File: src/rtl/wb_stage_if.sv
// Bundle between the memory stage and the writeback stage, plus the
// register-file write port and the forwarding tap driven by writeback.
interface wb_stage_if #(
  parameter int XLEN = 32
);
  // in_valid/in_ready: a transfer happens on a rising edge where both are 1;
  // in_ready may depend combinationally on mem_rvalid, in_valid never on in_ready.
  logic            in_valid;
  logic            in_ready;
  logic [4:0]      in_rd;
  logic            in_reg_write;
  logic [1:0]      in_wb_sel;
  logic [2:0]      in_funct3;
  logic [XLEN-1:0] in_alu_result;
  logic [XLEN-1:0] in_pc_plus4;
  logic            mem_rvalid;
  logic [XLEN-1:0] mem_rdata;
  logic            rf_we;
  logic [4:0]      rf_waddr;
  logic [XLEN-1:0] rf_wdata;
  logic            fwd_valid;
  logic [4:0]      fwd_rd;
  logic [XLEN-1:0] fwd_data;

  modport master (
    output in_valid, in_rd, in_reg_write, in_wb_sel, in_funct3,
           in_alu_result, in_pc_plus4, mem_rvalid, mem_rdata,
    input  in_ready, rf_we, rf_waddr, rf_wdata, fwd_valid, fwd_rd, fwd_data
  );

  modport slave (
    input  in_valid, in_rd, in_reg_write, in_wb_sel, in_funct3,
           in_alu_result, in_pc_plus4, mem_rvalid, mem_rdata,
    output in_ready, rf_we, rf_waddr, rf_wdata, fwd_valid, fwd_rd, fwd_data
  );
endinterface

File: src/rtl/wb_stage.sv
// RISC-V writeback stage: holds one retiring instruction, extends load data,
// drives the register-file write port, counts retirements and flags load errors.
module wb_stage #(
  parameter int XLEN         = 32,
  parameter int LOAD_TIMEOUT = 64
) (
  input  logic        clk,
  input  logic        rstn,
  wb_stage_if.slave   bus,
  output logic [63:0] instret,
  output logic        err_misalign,
  output logic        err_timeout,
  output logic [1:0]  dbg_state
);

  localparam int CW = $clog2(LOAD_TIMEOUT + 1);

  typedef enum logic [1:0] {
    S_EMPTY = 2'd0,
    S_HOLD  = 2'd1,
    S_WAIT  = 2'd2
  } state_e;

  state_e          state_q, state_d;
  logic [CW-1:0]   cnt_q, cnt_d;
  logic [4:0]      rd_q, rd_d;
  logic            rw_q, rw_d;
  logic [1:0]      sel_q, sel_d;
  logic [2:0]      f3_q, f3_d;
  logic [XLEN-1:0] alu_q, alu_d;
  logic [XLEN-1:0] pc4_q, pc4_d;
  logic [63:0]     instret_q, instret_d;
  logic            mis_q, mis_d;
  logic            to_q, to_d;

  logic            retire_data, timeout, retire, accept, we, misaligned;
  logic [7:0]      lane_b;
  logic [15:0]     lane_h;
  logic [XLEN-1:0] load_data, result;

  // Lane selection and extension of the raw memory word for the held load.
  always_comb begin
    lane_b = 8'h00;
    case (alu_q[1:0])
      2'd0:    lane_b = bus.mem_rdata[7:0];
      2'd1:    lane_b = bus.mem_rdata[15:8];
      2'd2:    lane_b = bus.mem_rdata[23:16];
      default: lane_b = bus.mem_rdata[31:24];
    endcase
    lane_h = alu_q[1] ? bus.mem_rdata[31:16] : bus.mem_rdata[15:0];
    case (f3_q)
      3'b000:  load_data = {{24{lane_b[7]}}, lane_b};
      3'b001:  load_data = {{16{lane_h[15]}}, lane_h};
      3'b100:  load_data = {24'h0, lane_b};
      3'b101:  load_data = {16'h0, lane_h};
      default: load_data = bus.mem_rdata;
    endcase
    case (f3_q)
      3'b000, 3'b100: misaligned = 1'b0;
      3'b001, 3'b101: misaligned = alu_q[0];
      default:        misaligned = (alu_q[1:0] != 2'b00);
    endcase
    case (sel_q)
      2'b01:   result = load_data;
      2'b10:   result = pc4_q;
      default: result = alu_q;
    endcase
  end

  always_comb begin
    state_d     = state_q;
    cnt_d       = cnt_q;
    rd_d        = rd_q;
    rw_d        = rw_q;
    sel_d       = sel_q;
    f3_d        = f3_q;
    alu_d       = alu_q;
    pc4_d       = pc4_q;
    instret_d   = instret_q;
    mis_d       = mis_q;
    to_d        = to_q;
    retire_data = 1'b0;
    timeout     = 1'b0;

    case (state_q)
      S_HOLD: retire_data = 1'b1;
      S_WAIT: begin
        if (bus.mem_rvalid) begin
          retire_data = 1'b1;
        end else if (cnt_q == CW'(LOAD_TIMEOUT - 1)) begin
          timeout = 1'b1;
        end else begin
          cnt_d = cnt_q + CW'(1);
        end
      end
      default: ;
    endcase

    retire = retire_data | timeout;
    accept = bus.in_valid & ((state_q == S_EMPTY) | retire);
    we     = retire_data & rw_q & (rd_q != 5'd0);

    if (retire) begin
      state_d   = S_EMPTY;
      cnt_d     = '0;
      instret_d = instret_q + 64'd1;
    end
    if (retire_data && state_q == S_WAIT && misaligned) mis_d = 1'b1;
    if (timeout) to_d = 1'b1;

    if (accept) begin
      rd_d    = bus.in_rd;
      rw_d    = bus.in_reg_write;
      sel_d   = bus.in_wb_sel;
      f3_d    = bus.in_funct3;
      alu_d   = bus.in_alu_result;
      pc4_d   = bus.in_pc_plus4;
      state_d = (bus.in_wb_sel == 2'b01) ? S_WAIT : S_HOLD;
    end
  end

  always_ff @(posedge clk or negedge rstn) begin
    if (!rstn) begin
      state_q   <= S_EMPTY;
      cnt_q     <= '0;
      rd_q      <= '0;
      rw_q      <= 1'b0;
      sel_q     <= '0;
      f3_q      <= '0;
      alu_q     <= '0;
      pc4_q     <= '0;
      instret_q <= '0;
      mis_q     <= 1'b0;
      to_q      <= 1'b0;
    end else begin
      state_q   <= state_d;
      cnt_q     <= cnt_d;
      rd_q      <= rd_d;
      rw_q      <= rw_d;
      sel_q     <= sel_d;
      f3_q      <= f3_d;
      alu_q     <= alu_d;
      pc4_q     <= pc4_d;
      instret_q <= instret_d;
      mis_q     <= mis_d;
      to_q      <= to_d;
    end
  end

  assign bus.in_ready  = (state_q == S_EMPTY) | retire;
  assign bus.rf_we     = we;
  assign bus.rf_waddr  = we ? rd_q : 5'd0;
  assign bus.rf_wdata  = we ? result : '0;
  assign bus.fwd_valid = bus.rf_we;
  assign bus.fwd_rd    = bus.rf_waddr;
  assign bus.fwd_data  = bus.rf_wdata;
  assign instret       = instret_q;
  assign err_misalign  = mis_q;
  assign err_timeout   = to_q;
  assign dbg_state     = state_q;

endmodule
File: src/flat_wrapper.sv
// flat-port wrapper written by rule: the top's interface ports become plain ports
module wb_stage_flat 
#(
  parameter int XLEN         = 32,
  parameter int LOAD_TIMEOUT = 64
)
  (clk, rstn, instret, err_misalign, err_timeout, dbg_state, bus_in_valid, bus_in_rd, bus_in_reg_write, bus_in_wb_sel, bus_in_funct3, bus_in_alu_result, bus_in_pc_plus4, bus_mem_rvalid, bus_mem_rdata, bus_in_ready, bus_rf_we, bus_rf_waddr, bus_rf_wdata, bus_fwd_valid, bus_fwd_rd, bus_fwd_data);
  wb_stage_if #(.XLEN(XLEN)) bus_i ();
  input  logic clk;
  input  logic rstn;
  output logic [63:0] instret;
  output logic err_misalign;
  output logic err_timeout;
  output logic [1:0] dbg_state;
  input wire logic [$bits(bus_i.in_valid)-1:0] bus_in_valid;
  input wire logic [$bits(bus_i.in_rd)-1:0] bus_in_rd;
  input wire logic [$bits(bus_i.in_reg_write)-1:0] bus_in_reg_write;
  input wire logic [$bits(bus_i.in_wb_sel)-1:0] bus_in_wb_sel;
  input wire logic [$bits(bus_i.in_funct3)-1:0] bus_in_funct3;
  input wire logic [$bits(bus_i.in_alu_result)-1:0] bus_in_alu_result;
  input wire logic [$bits(bus_i.in_pc_plus4)-1:0] bus_in_pc_plus4;
  input wire logic [$bits(bus_i.mem_rvalid)-1:0] bus_mem_rvalid;
  input wire logic [$bits(bus_i.mem_rdata)-1:0] bus_mem_rdata;
  output wire logic [$bits(bus_i.in_ready)-1:0] bus_in_ready;
  output wire logic [$bits(bus_i.rf_we)-1:0] bus_rf_we;
  output wire logic [$bits(bus_i.rf_waddr)-1:0] bus_rf_waddr;
  output wire logic [$bits(bus_i.rf_wdata)-1:0] bus_rf_wdata;
  output wire logic [$bits(bus_i.fwd_valid)-1:0] bus_fwd_valid;
  output wire logic [$bits(bus_i.fwd_rd)-1:0] bus_fwd_rd;
  output wire logic [$bits(bus_i.fwd_data)-1:0] bus_fwd_data;
  assign bus_i.in_valid = bus_in_valid;
  assign bus_i.in_rd = bus_in_rd;
  assign bus_i.in_reg_write = bus_in_reg_write;
  assign bus_i.in_wb_sel = bus_in_wb_sel;
  assign bus_i.in_funct3 = bus_in_funct3;
  assign bus_i.in_alu_result = bus_in_alu_result;
  assign bus_i.in_pc_plus4 = bus_in_pc_plus4;
  assign bus_i.mem_rvalid = bus_mem_rvalid;
  assign bus_i.mem_rdata = bus_mem_rdata;
  assign bus_in_ready = bus_i.in_ready;
  assign bus_rf_we = bus_i.rf_we;
  assign bus_rf_waddr = bus_i.rf_waddr;
  assign bus_rf_wdata = bus_i.rf_wdata;
  assign bus_fwd_valid = bus_i.fwd_valid;
  assign bus_fwd_rd = bus_i.fwd_rd;
  assign bus_fwd_data = bus_i.fwd_data;
  wb_stage #(.XLEN(XLEN), .LOAD_TIMEOUT(LOAD_TIMEOUT)) u_core (.clk(clk), .rstn(rstn), .bus(bus_i), .instret(instret), .err_misalign(err_misalign), .err_timeout(err_timeout), .dbg_state(dbg_state));
endmodule
File: config.mk
export PLATFORM = sky130hd
export DESIGN_NAME = wb_stage_flat
export DESIGN_NICKNAME = d
export VERILOG_FILES = /design/src/rtl/wb_stage_if.sv /design/src/rtl/wb_stage.sv /design/src/flat_wrapper.sv
export SDC_FILE = /design/constraint.sdc
export NUM_CORES = 1
export LEC_CHECK = 0
export ABC_AREA = 1
export CAP_MARGIN = 0
export CORE_MARGIN = 5
export CORE_UTILIZATION = 52
export CTS_CLUSTER_SIZE = 30
export DETAILED_ROUTE_END_ITERATION = 8
export HOLD_SLACK_MARGIN = 0.08
export PLACE_DENSITY = 0.85
export SETUP_SLACK_MARGIN = 0.15
export SLEW_MARGIN = 20
export SYNTH_ARGS = -nofsm -noshare
export SYNTH_HDL_FRONTEND = slang
export SYNTH_SLANG_ARGS = --single-unit
File: constraint.sdc
create_clock -name clk -period 5.9 [get_ports clk]
set_clock_uncertainty 0.05 [all_clocks]
set_input_delay 1.475 -clock clk [delete_from_list [all_inputs] [get_ports clk]]
set_output_delay 1.475 -clock clk [all_outputs]
set_load 0.1 [all_outputs]
==> results.yml, run 1 <==
hold_path:
  hp-class: "reg2reg"
  holdPathEnd: "u_core.err_misalign"
  hold_depth: 1
  holdCritStartpoint: "u_core.err_misalign"
route:
  routed_wl_microns: 31500
  drtIter0Drc: 923
  drc: 0
  final_antenna_net_count: 0
  drtPass1Iterations: 6
  viasPerCell: 5.58
  vias: 9416
  wl_per_cell_microns: 18.7
cells_and_area:
  final_area_sq_um: 12800
  syn_to_final_growth_pct: 44.3
  stdcell_count: 1688
  fin_util_pct: 76.8
  drive_above_1_share_pct: 11.1
  layout.nets: 1568
clock_tree:
  cts_resized: 0
  cts_tree: "yes"
  hold_buffers: 0
  clk_pin_slew_ps: 60
  cts_buffers: 17
  cts-root-buf: "clkbuf_16"
  clock-sinks: 150
  htreeDepth: 4
  cts_setup_buffers: 0
  clock_latency_ps: 430
  cts.path.max_buffers: 2
timing:
  setup_viol: 0
  tightestPinTransition_ps: 1070
  min_period_ps: 5400
  finalHoldViolations: 0
  slew_headroom_pct: 28.9
  fin_crit_sh_pct: 91.5
  rsz0062_at_grt: "false"
  fmax_mhz: 185
  slew_violations: 0
  finalSetupTns_ps: 0
floorplan:
  dieArea_sq_um: 19700
  initial_core_util_pct: 53.2
  coreArea_sq_um: 16600
  dieHeight_microns: 141
  rows: 47
  io_pins: 256
  die_x_microns: 141
power:
  combPwrFrac_pct: 54.4
  power.switching_uw: 3020
  p_seq_share_pct: 25.7
  power.leakage_uw: 0.00561
  switching_share_pct: 50.1
  powerDensity_nw_per_um2: 472
  p_int_uw: 3010
  ir_drop_mv: 0.286
  clkPwrFrac_pct: 19.9
placed_design:
  gp_congestion: 0.940
  dp_cells: 1651
  numPortBuffers: 255
  dpl-instance-area_sq_um: 12100
  dp_hpwl_microns: 23400
setup_path:
  reg2reg_depth: 12
  max_stage_delay_ps: 540
  cp.arrival_ps: 3870
  end_kind: "primary output"
  crit_required_ps: 4380
  cp_max_fo: 16
  r2r_end: "u_core.instret[51]"
  critPathSlowestCell: "a21oi_1"
  crit_chain: "clkdlybuf4s50_1, inv_1, nand2_1, o21ai_0, nand2_1, nand3_2, nand2_2, o211ai_1, a21oi_1, buf_12"
  critPathKind: "in2out"
  ff2ff_setup_slack_ps: 3160
  crit_path_start_kind: "input port"
  crit_top_cell: "nand2_1"
  rr_startpoint: "u_core.dbg_state[0]"
yosys:
  async_flop_share_pct: 100
  synth_top_area_share_pct: 42.4
  synthMostInstantiatedCell: "nand2_1"
  synth-seq-area-share_pct: 42.4
  syn_area_sq_um: 8860
  synth-warning-count: 0
  synth-edff-count: 0
  synth_seq_cells: 150
  synth_flop_cell: "dfrtp_1"
  synthDistinctLibCells: 33
  synth_area_per_cell_sq_um: 7.08
  postSynthCellCount: 1251
  synth_common_cells: "nand2_1, dfrtp_1, nor2_1"
  ys_top_cells_by_area: "dfrtp_1, nand2_1, nor2_1"
  synth_top_area_cell: "dfrtp_1"
  synth_fp_nets: 1369
grt:
  antenna_found_initial: 5
  grt_pass1_vias: 9373
  grt_max_degree: 74
  gr-total-overflow: 0
  grt_pass1_wl_microns: 49400
  grtUsageTotal_pct: 31.5
status:
  status: "completed"
run:
  maxCapViolations: 0
-- metrics by stage --
| stage | hold slack [ps] | total power [uW] | worst slack, ps |
|---|---|---|---|
| 3_5_place_dp | 410 | 4790 | 607 |
| 4_1_cts | 430 | 6020 | 506 |
| 5_1_grt | 446 | 6300 | 318 |
| 6_report | 432 | 6030 | 504 |
| 2_1_floorplan | 394 | 3830 | 200 |
| 3_3_place_gp | 405 | 4710 | 696 |
-- critical path: cells and delay by family --
family | cells | cell delay [ps]
compound gates | 3 | 830
simple gates | 4 | 750
buf+inv | 3 | 790
-- layout by cell type (no fill, tap or decap), types with 3 or more instances in the layout --
cell type / count
o2111ai_1: 6
diode_2: 5
xor2_1: 25
nor3_1: 8
o211ai_1: 23
bufinv_16: 5
a21oi_2: 30
ha_1: 7
nand2_1: 474
xnor2_1: 17
clkdlybuf4s50_1: 177
buf_12: 77
clkbuf_16: 17
inv_6: 3
inv_1: 92
nor2_1: 138
a21oi_1: 45
dfrtp_1: 150
nand3_1: 37
clkinvlp_4: 4
buf_4: 9
inv_2: 5
nand4_1: 14
nand3b_1: 10
o21ai_0: 71
-- power groups by stage --
| stage | clock network, uW | logic (uW) | registers (uW) |
|---|---|---|---|
| 4_1_cts | 1210 | 3270 | 1540 |
| 3_5_place_dp | 0 | 3240 | 1550 |
| 2_1_floorplan | 0 | 2100 | 1730 |
| 5_1_grt | 1260 | 3460 | 1580 |
| 6_report | 1200 | 3280 | 1550 |
| 3_3_place_gp | 0 | 3170 | 1530 |
-- worst max-delay path by stage --
stage                        start               end  slack [ps]  cells after the start
3_5_place_dp     bus_mem_rdata[23]  bus_fwd_data[31]         610                     10
4_1_cts          bus_mem_rdata[23]  bus_fwd_data[31]         510                     10
2_1_floorplan  u_core.dbg_state[0]   bus_rf_wdata[0]         200                     11
6_report         bus_mem_rdata[23]  bus_fwd_data[31]         500                     10
5_1_grt          bus_mem_rdata[23]  bus_fwd_data[31]         320                     10
3_3_place_gp     bus_mem_rdata[23]  bus_rf_wdata[31]         700                     10
-- metal layers --
| layer | up-vias | global-route usage, % | share of wire, % |
|---|---|---|---|
| met2 | 596 | 51.9 | 48 |
| met5 | - | 0 | 0 |
| li1 | 4336 | - | - |
| met3 | 121 | 7.40 | 9.8 |
| met1 | 4363 | 38.1 | 37 |
| met4 | 0 | 17.5 | 5.4 |
-- flip-flops by register name (all words and copies together) (netlist names) --
signal / count
u_core.alu_q: 32
u_core.f3_q: 3
u_core.err_misalign: 1
u_core.pc4_q: 32
u_core.dbg_state: 2
u_core.rd_q: 5
u_core.sel_q: 2
u_core.instret: 64
u_core.err_timeout: 1
u_core.rw_q: 1
u_core.cnt_q: 7
-- cell families (layout without fill, tap and decap cells) --
family	after synthesis	in the layout	share of synthesized area, %
AO/OA/AOI/OAI	178	178	11.1
buffers and inverters	182	394	10.1
XOR/XNOR	42	42	4.15
flip-flops	150	150	42.4
AND/OR/NAND/NOR	692	692	31.3
other	0	5	0
adder cells (fa/ha/maj)	7	7	0.989
-- cell type report --
class / instances / area (sq um)
repair buffers: 264 / 3390
multi-input cells: 919 / 4320
well taps: 220 / 275
diodes: 5 / 12.5
clock buffers: 18 / 429
fillers: 1145 / 3870
flip-flops and latches: 150 / 3750
clock inverters: 14 / 224
inverters: 98 / 370
No activity file was read; power rests on OpenSTA's default activity.
==> run 2, diff against run 1 <==
CELL_PAD_IN_SITES_DETAIL_PLACEMENT = 1   (was default)
CELL_PAD_IN_SITES_GLOBAL_PLACEMENT = 2   (was default)
CORE_UTILIZATION = 29   (was 52)
CTS_BUF_LIST = sky130_fd_sc_hd__clkbuf_4   (was default)
PLACE_DENSITY = 0.88   (was 0.85)
SKIP_LAST_GASP = 1   (was default)
==> run 2 against run 1 <==
First-iteration DRC count shrank 42%. Routed wire length is 13% higher. Sequential share of layout area grew 0.35 points. Fmax is 3.4% higher. Register-to-register slack worse by 230 ps. Sequential power about the same. Worst setup slack better by 180 ps. Critical path type unchanged.
==> results.yml, run 2 (synthesis results as in run 1) <==
route:
  wl_per_cell_microns: 19.0
  vias: 9107
  wl_met2_microns: 17700
  wl_met3_microns: 2160
  final_antenna_net_count: 0
  viasPerCell: 4.88
  drtIter0Drc: 533
  top_layer_used: "met4"
  drtPass1Iterations: 5
  drc: 0
  routed_wl_microns: 35500
  met1Wirelength_microns: 15000
clock_tree:
  clk_pin_slew_ps: 130
  cts_tree: "yes"
  clock_latency_ps: 570
  hold_buffers: 0
  htreeDepth: 4
  cts_resized: 0
  cts_buffers: 17
  clock-sinks: 150
  cts-root-buf: "clkbuf_4"
  cts.path.max_buffers: 2
  cts_setup_buffers: 0
setup_path:
  rr_startpoint: "u_core.dbg_state[1]"
  critPathBufInv: 3
  crit_required_ps: 4380
  crit_path_start_kind: "input port"
  critPathSlowestCell: "clkdlybuf4s50_1"
  reg2reg_depth: 13
  cp_top_family: "buffers and inverters"
  cp_max_fo: 16
  end_kind: "primary output"
  crit_top_cell: "nand2_1"
  critPathKind: "in2out"
  r2r_end: "u_core.pc4_q[8]"
  cp.arrival_ps: 3690
  ff2ff_setup_slack_ps: 2930
  crit_chain: "clkdlybuf4s50_1, inv_1, nand2_1, o21ai_0, nand2_1, nand3_2, nand2_2, o211ai_1, a21oi_1, buf_12"
  max_stage_delay_ps: 480
timing:
  fmax_mhz: 192
  slew_headroom_pct: 29.6
  setup_viol: 0
  rsz0062_at_grt: "false"
  finalSetupTns_ps: 0
  tightestPinTransition_ps: 1050
  finalHoldViolations: 0
  slew_violations: 0
  min_period_ps: 5220
  fin_crit_sh_pct: 88.4
floorplan:
  dieHeight_microns: 185
  rows: 64
  dieArea_sq_um: 34100
  die_x_microns: 185
  initial_core_util_pct: 29.2
  coreArea_sq_um: 30300
  io_pins: 256
grt:
  grt_max_degree: 86
  gr-total-overflow: 0
  grtUsageTotal_pct: 20.6
  grt_pass1_wl_microns: 54700
  grt_pass1_vias: 9644
  antenna_found_initial: 3
cells_and_area:
  layout.nets: 1571
  syn_to_final_growth_pct: 42.6
  stdcell_count: 1865
  largest_reg_flops: 64
  final_cell_mix: "nand2_1, clkdlybuf4s50_1, dfrtp_1, nor2_1, inv_1"
  drive_above_1_share_pct: 11.3
  final_common_cell: "nand2_1"
hold_path:
  holdCritStartpoint: "u_core.err_timeout"
  holdPathEnd: "u_core.err_timeout"
  hold_depth: 2
  hp-class: "reg2reg"
placed_design:
  numPortBuffers: 255
  dp_hpwl_microns: 27400
  dp_cells: 1830
  gp_congestion: 0.897
run:
  maxCapViolations: 0
power:
  power.leakage_uw: 0.00544
  ir_drop_mv: 0.150
  powerDensity_nw_per_um2: 438
status:
  status: "completed"
[run 2: metal layers]
metal / vias to the layer above / track usage (%)
met2: 262 / 36.9
li1: 4335 / -
met1: 4477 / 25.6
met5: - / 0
met3: 33 / 4.14
met4: 0 / 4.84
[run 2: cell type report]
type | count | area [sq um]
clock inverters | 13 | 136
multi-input cells | 919 | 4320
flip-flops and latches | 150 | 3750
inverters | 98 | 370
clock buffers | 17 | 128
well taps | 396 | 495
fillers | 3651 | 17700
repair buffers | 267 | 3410
diodes | 5 | 12.5
[run 2: worst reg2reg max path, stage by stage, from the launching register on]
cell and delay (ps):
dfrtp_1 410, inv_1 90, ha_1 410, inv_2 110, a21oi_2 160, inv_2 70
nand2_4 80, inv_4 110, nand2_4 90, nand2_2 50, inv_2 700, buf_4 410
nand2_1 90, nand2_1 70
[run 2: how the worst max path moves through the flow]
stage	cells past startpoint	end	startpoint	slack, ps
floorplan	11	bus_rf_wdata[0]	u_core.dbg_state[0]	200
global placement	8	bus_rf_wdata[31]	bus_mem_rdata[31]	760
detailed placement	10	bus_rf_wdata[31]	bus_mem_rdata[23]	690
CTS	10	bus_rf_wdata[31]	bus_mem_rdata[23]	680
global route	10	bus_rf_wdata[31]	bus_mem_rdata[23]	510
finish	10	bus_rf_wdata[31]	bus_mem_rdata[23]	680
[run 2: where the power goes]
| part | switching [uW] | internal, uW | leakage (uW) | total (uW) |
|---|---|---|---|---|
| sequential | 225 | 1330 | 0.00193 | 1550 |
| combinational | 2390 | 929 | 0.00339 | 3320 |
| clock | 407 | 243 | 0.000123 | 650 |
[run 2: stage by stage]
step	total power [uW]	area [sq um]	hold WS (ps)	util [%]	worst slack, ps
2_1_floorplan	3830	8960	394	-	200
3_3_place_gp	4850	12300	404	40.7	762
3_5_place_dp	4910	12300	410	40.7	687
4_1_cts	5590	12600	443	41.6	678
5_1_grt	5860	12600	463	41.6	508
6_report	5530	12600	439	41.6	682
==> run 3, diff against run 2 <==
TNS_END_PERCENT = 1   (was default)
==> run 3 against run 2 <==
Final area decreased by 0.71%. Register-to-register slack worse by 140 ps. Clock power increased by 7.2%. Die area unchanged. Final cell count hardly changed. Count of clock-buffer cells in the layout unchanged. Total power shrank 0.99%. Core utilization down 0.30 points. Via count is 0.52% lower. Global-route usage down 0.073 points. Sequential cell count unchanged. Critical path type unchanged. Largest power group unchanged.
==> results.yml, run 3 (synthesis results as in run 1) <==
timing:
  slew_violations: 0
  slew_headroom_pct: 27.6
  fin_crit_sh_pct: 91.0
  fmax_mhz: 186
  finalHoldViolations: 0
  rsz0062_at_grt: "false"
  whs_ps: 442
  setup_viol: 0
  min_period_ps: 5370
  tightestPinTransition_ps: 1080
floorplan:
  io_pins: 256
  dieArea_sq_um: 34100
  rows: 64
  die_x_microns: 185
  initial_core_util_pct: 29.2
  coreArea_sq_um: 30300
  dieHeight_microns: 185
route:
  routed_wl_microns: 35600
  wl_per_cell_microns: 19.1
  vias: 9060
  drc: 0
  drtIter0Drc: 611
  viasPerCell: 4.86
  final_antenna_net_count: 0
  drtPass1Iterations: 5
clock_tree:
  cts.path.max_buffers: 2
  clk_pin_slew_ps: 140
  cts-root-buf: "clkbuf_4"
  cts_buffers: 17
  cts_tree: "yes"
  clock-sinks: 150
  htreeDepth: 4
  cts_setup_buffers: 0
  cts_resized: 0
  clock_latency_ps: 580
  hold_buffers: 0
cells_and_area:
  drive_above_1_share_pct: 9.41
  layout.nets: 1571
  final_cell_mix: "nand2_1, clkdlybuf4s50_1, dfrtp_1, nor2_1, inv_1"
  syn_to_final_growth_pct: 41.6
  stdcell_count: 1864
  final_common_cell: "nand2_1"
  largest_reg_flops: 64
setup_path:
  crit_top_cell: "nand2_1"
  critPathSlowestCell: "clkdlybuf4s50_1"
  crit_chain: "clkdlybuf4s50_1, inv_1, nand2_1, o21ai_0, nand2_1, nand3_2, nand2_2, o211ai_1, a21oi_1, buf_12"
  critPathBufInv: 3
  crit_path_start_kind: "input port"
  max_stage_delay_ps: 550
  crit_required_ps: 4380
  cp_top_family: "buffers and inverters"
  cp_max_fo: 16
  critPathKind: "in2out"
  end_kind: "primary output"
  cp.arrival_ps: 3850
placed_design:
  gp_congestion: 0.860
  numPortBuffers: 255
  dp_hpwl_microns: 27100
  dp_cells: 1830
run:
  maxCapViolations: 0
status:
  status: "completed"
power:
  power.leakage_uw: 0.00548
  ir_drop_mv: 0.210
  powerDensity_nw_per_um2: 436
grt:
  grt_pass1_vias: 9494
  grt_max_degree: 92
  grtUsageTotal_pct: 20.5
  antenna_found_initial: 2
  grt_pass1_wl_microns: 54600
  gr-total-overflow: 0
hold_path:
  hp-class: "reg2reg"
[run 3: cell count changes in the layout (fill, tap and decap cells not counted)]
cell / delta
a21oi_1: +28
a21oi_2: -28
inv_6: +6
clkinvlp_4: -5
inv_8: +4
diode_2: -3
clkinv_2: -2
buf_4: -1
bufinv_16: -1
clkdlybuf4s50_1: +1
[run 3: final timing paths]
kind,start,endpoint,slack (ps),depth (start not counted)
max,bus_mem_rdata[23],bus_fwd_data[28],530,10
min,u_core.err_timeout,u_core.err_timeout,440,2
max reg2reg,u_core.dbg_state[0],u_core.sel_q[1],2790,12
min reg2reg,u_core.err_timeout,u_core.err_timeout,440,2
max in group asynchronous,rstn,u_core.instret[40],3670,2
min in group asynchronous,rstn,u_core.pc4_q[26],880,1
[run 3: worst min-delay path, cell delays in order (launching register included)]
cell and delay, ps:
dfrtp_1 370, inv_1 40, nand2_1 50
[run 3: area by class of cell]
type | instances | area [sq um]
sequential | 150 | 3750
timing repair buffer | 267 | 3410
clock buffer | 17 | 128
multi-input combinational | 919 | 4210
fill | 3674 | 17800
antenna | 2 | 5.00
clock inverter | 15 | 156
inverter | 98 | 370
tap | 396 | 495
[run 3: power breakdown]
part | leakage [uW] | total (uW) | internal [uW] | switching [uW]
registers | 0.00193 | 1550 | 1330 | 223
logic | 0.00340 | 3230 | 917 | 2310
clock network | 0.000152 | 697 | 228 | 468
total | 0.00548 | 5470 | 2470 | 3000
[run 3: routing by layer]
layer	wire, microns	vias up	track usage (%)	share of wire (%)
met1	15200	4389	26.6	43
li1	-	4325	-	-
met3	2310	36	3.79	6.5
met2	17500	310	35.3	49
met5	0	-	0	0
met4	623	0	5.55	1.7
[run 3: through the flow]
| stage | setup TNS [ps] | instance area (sq um) | setup slack, ps | total power [uW] | util [%] |
|---|---|---|---|---|---|
| 5_1_grt | 0 | 12500 | 415 | 5810 | 41.3 |
| 3_3_place_gp | 0 | 12200 | 584 | 4760 | 40.4 |
| 3_5_place_dp | 0 | 12200 | 538 | 4810 | 40.4 |
| 6_report | 0 | 12500 | 528 | 5470 | 41.3 |
| 4_1_cts | 0 | 12500 | 528 | 5530 | 41.3 |
| 2_1_floorplan | -3160 | 8860 | -395 | 3760 | - |
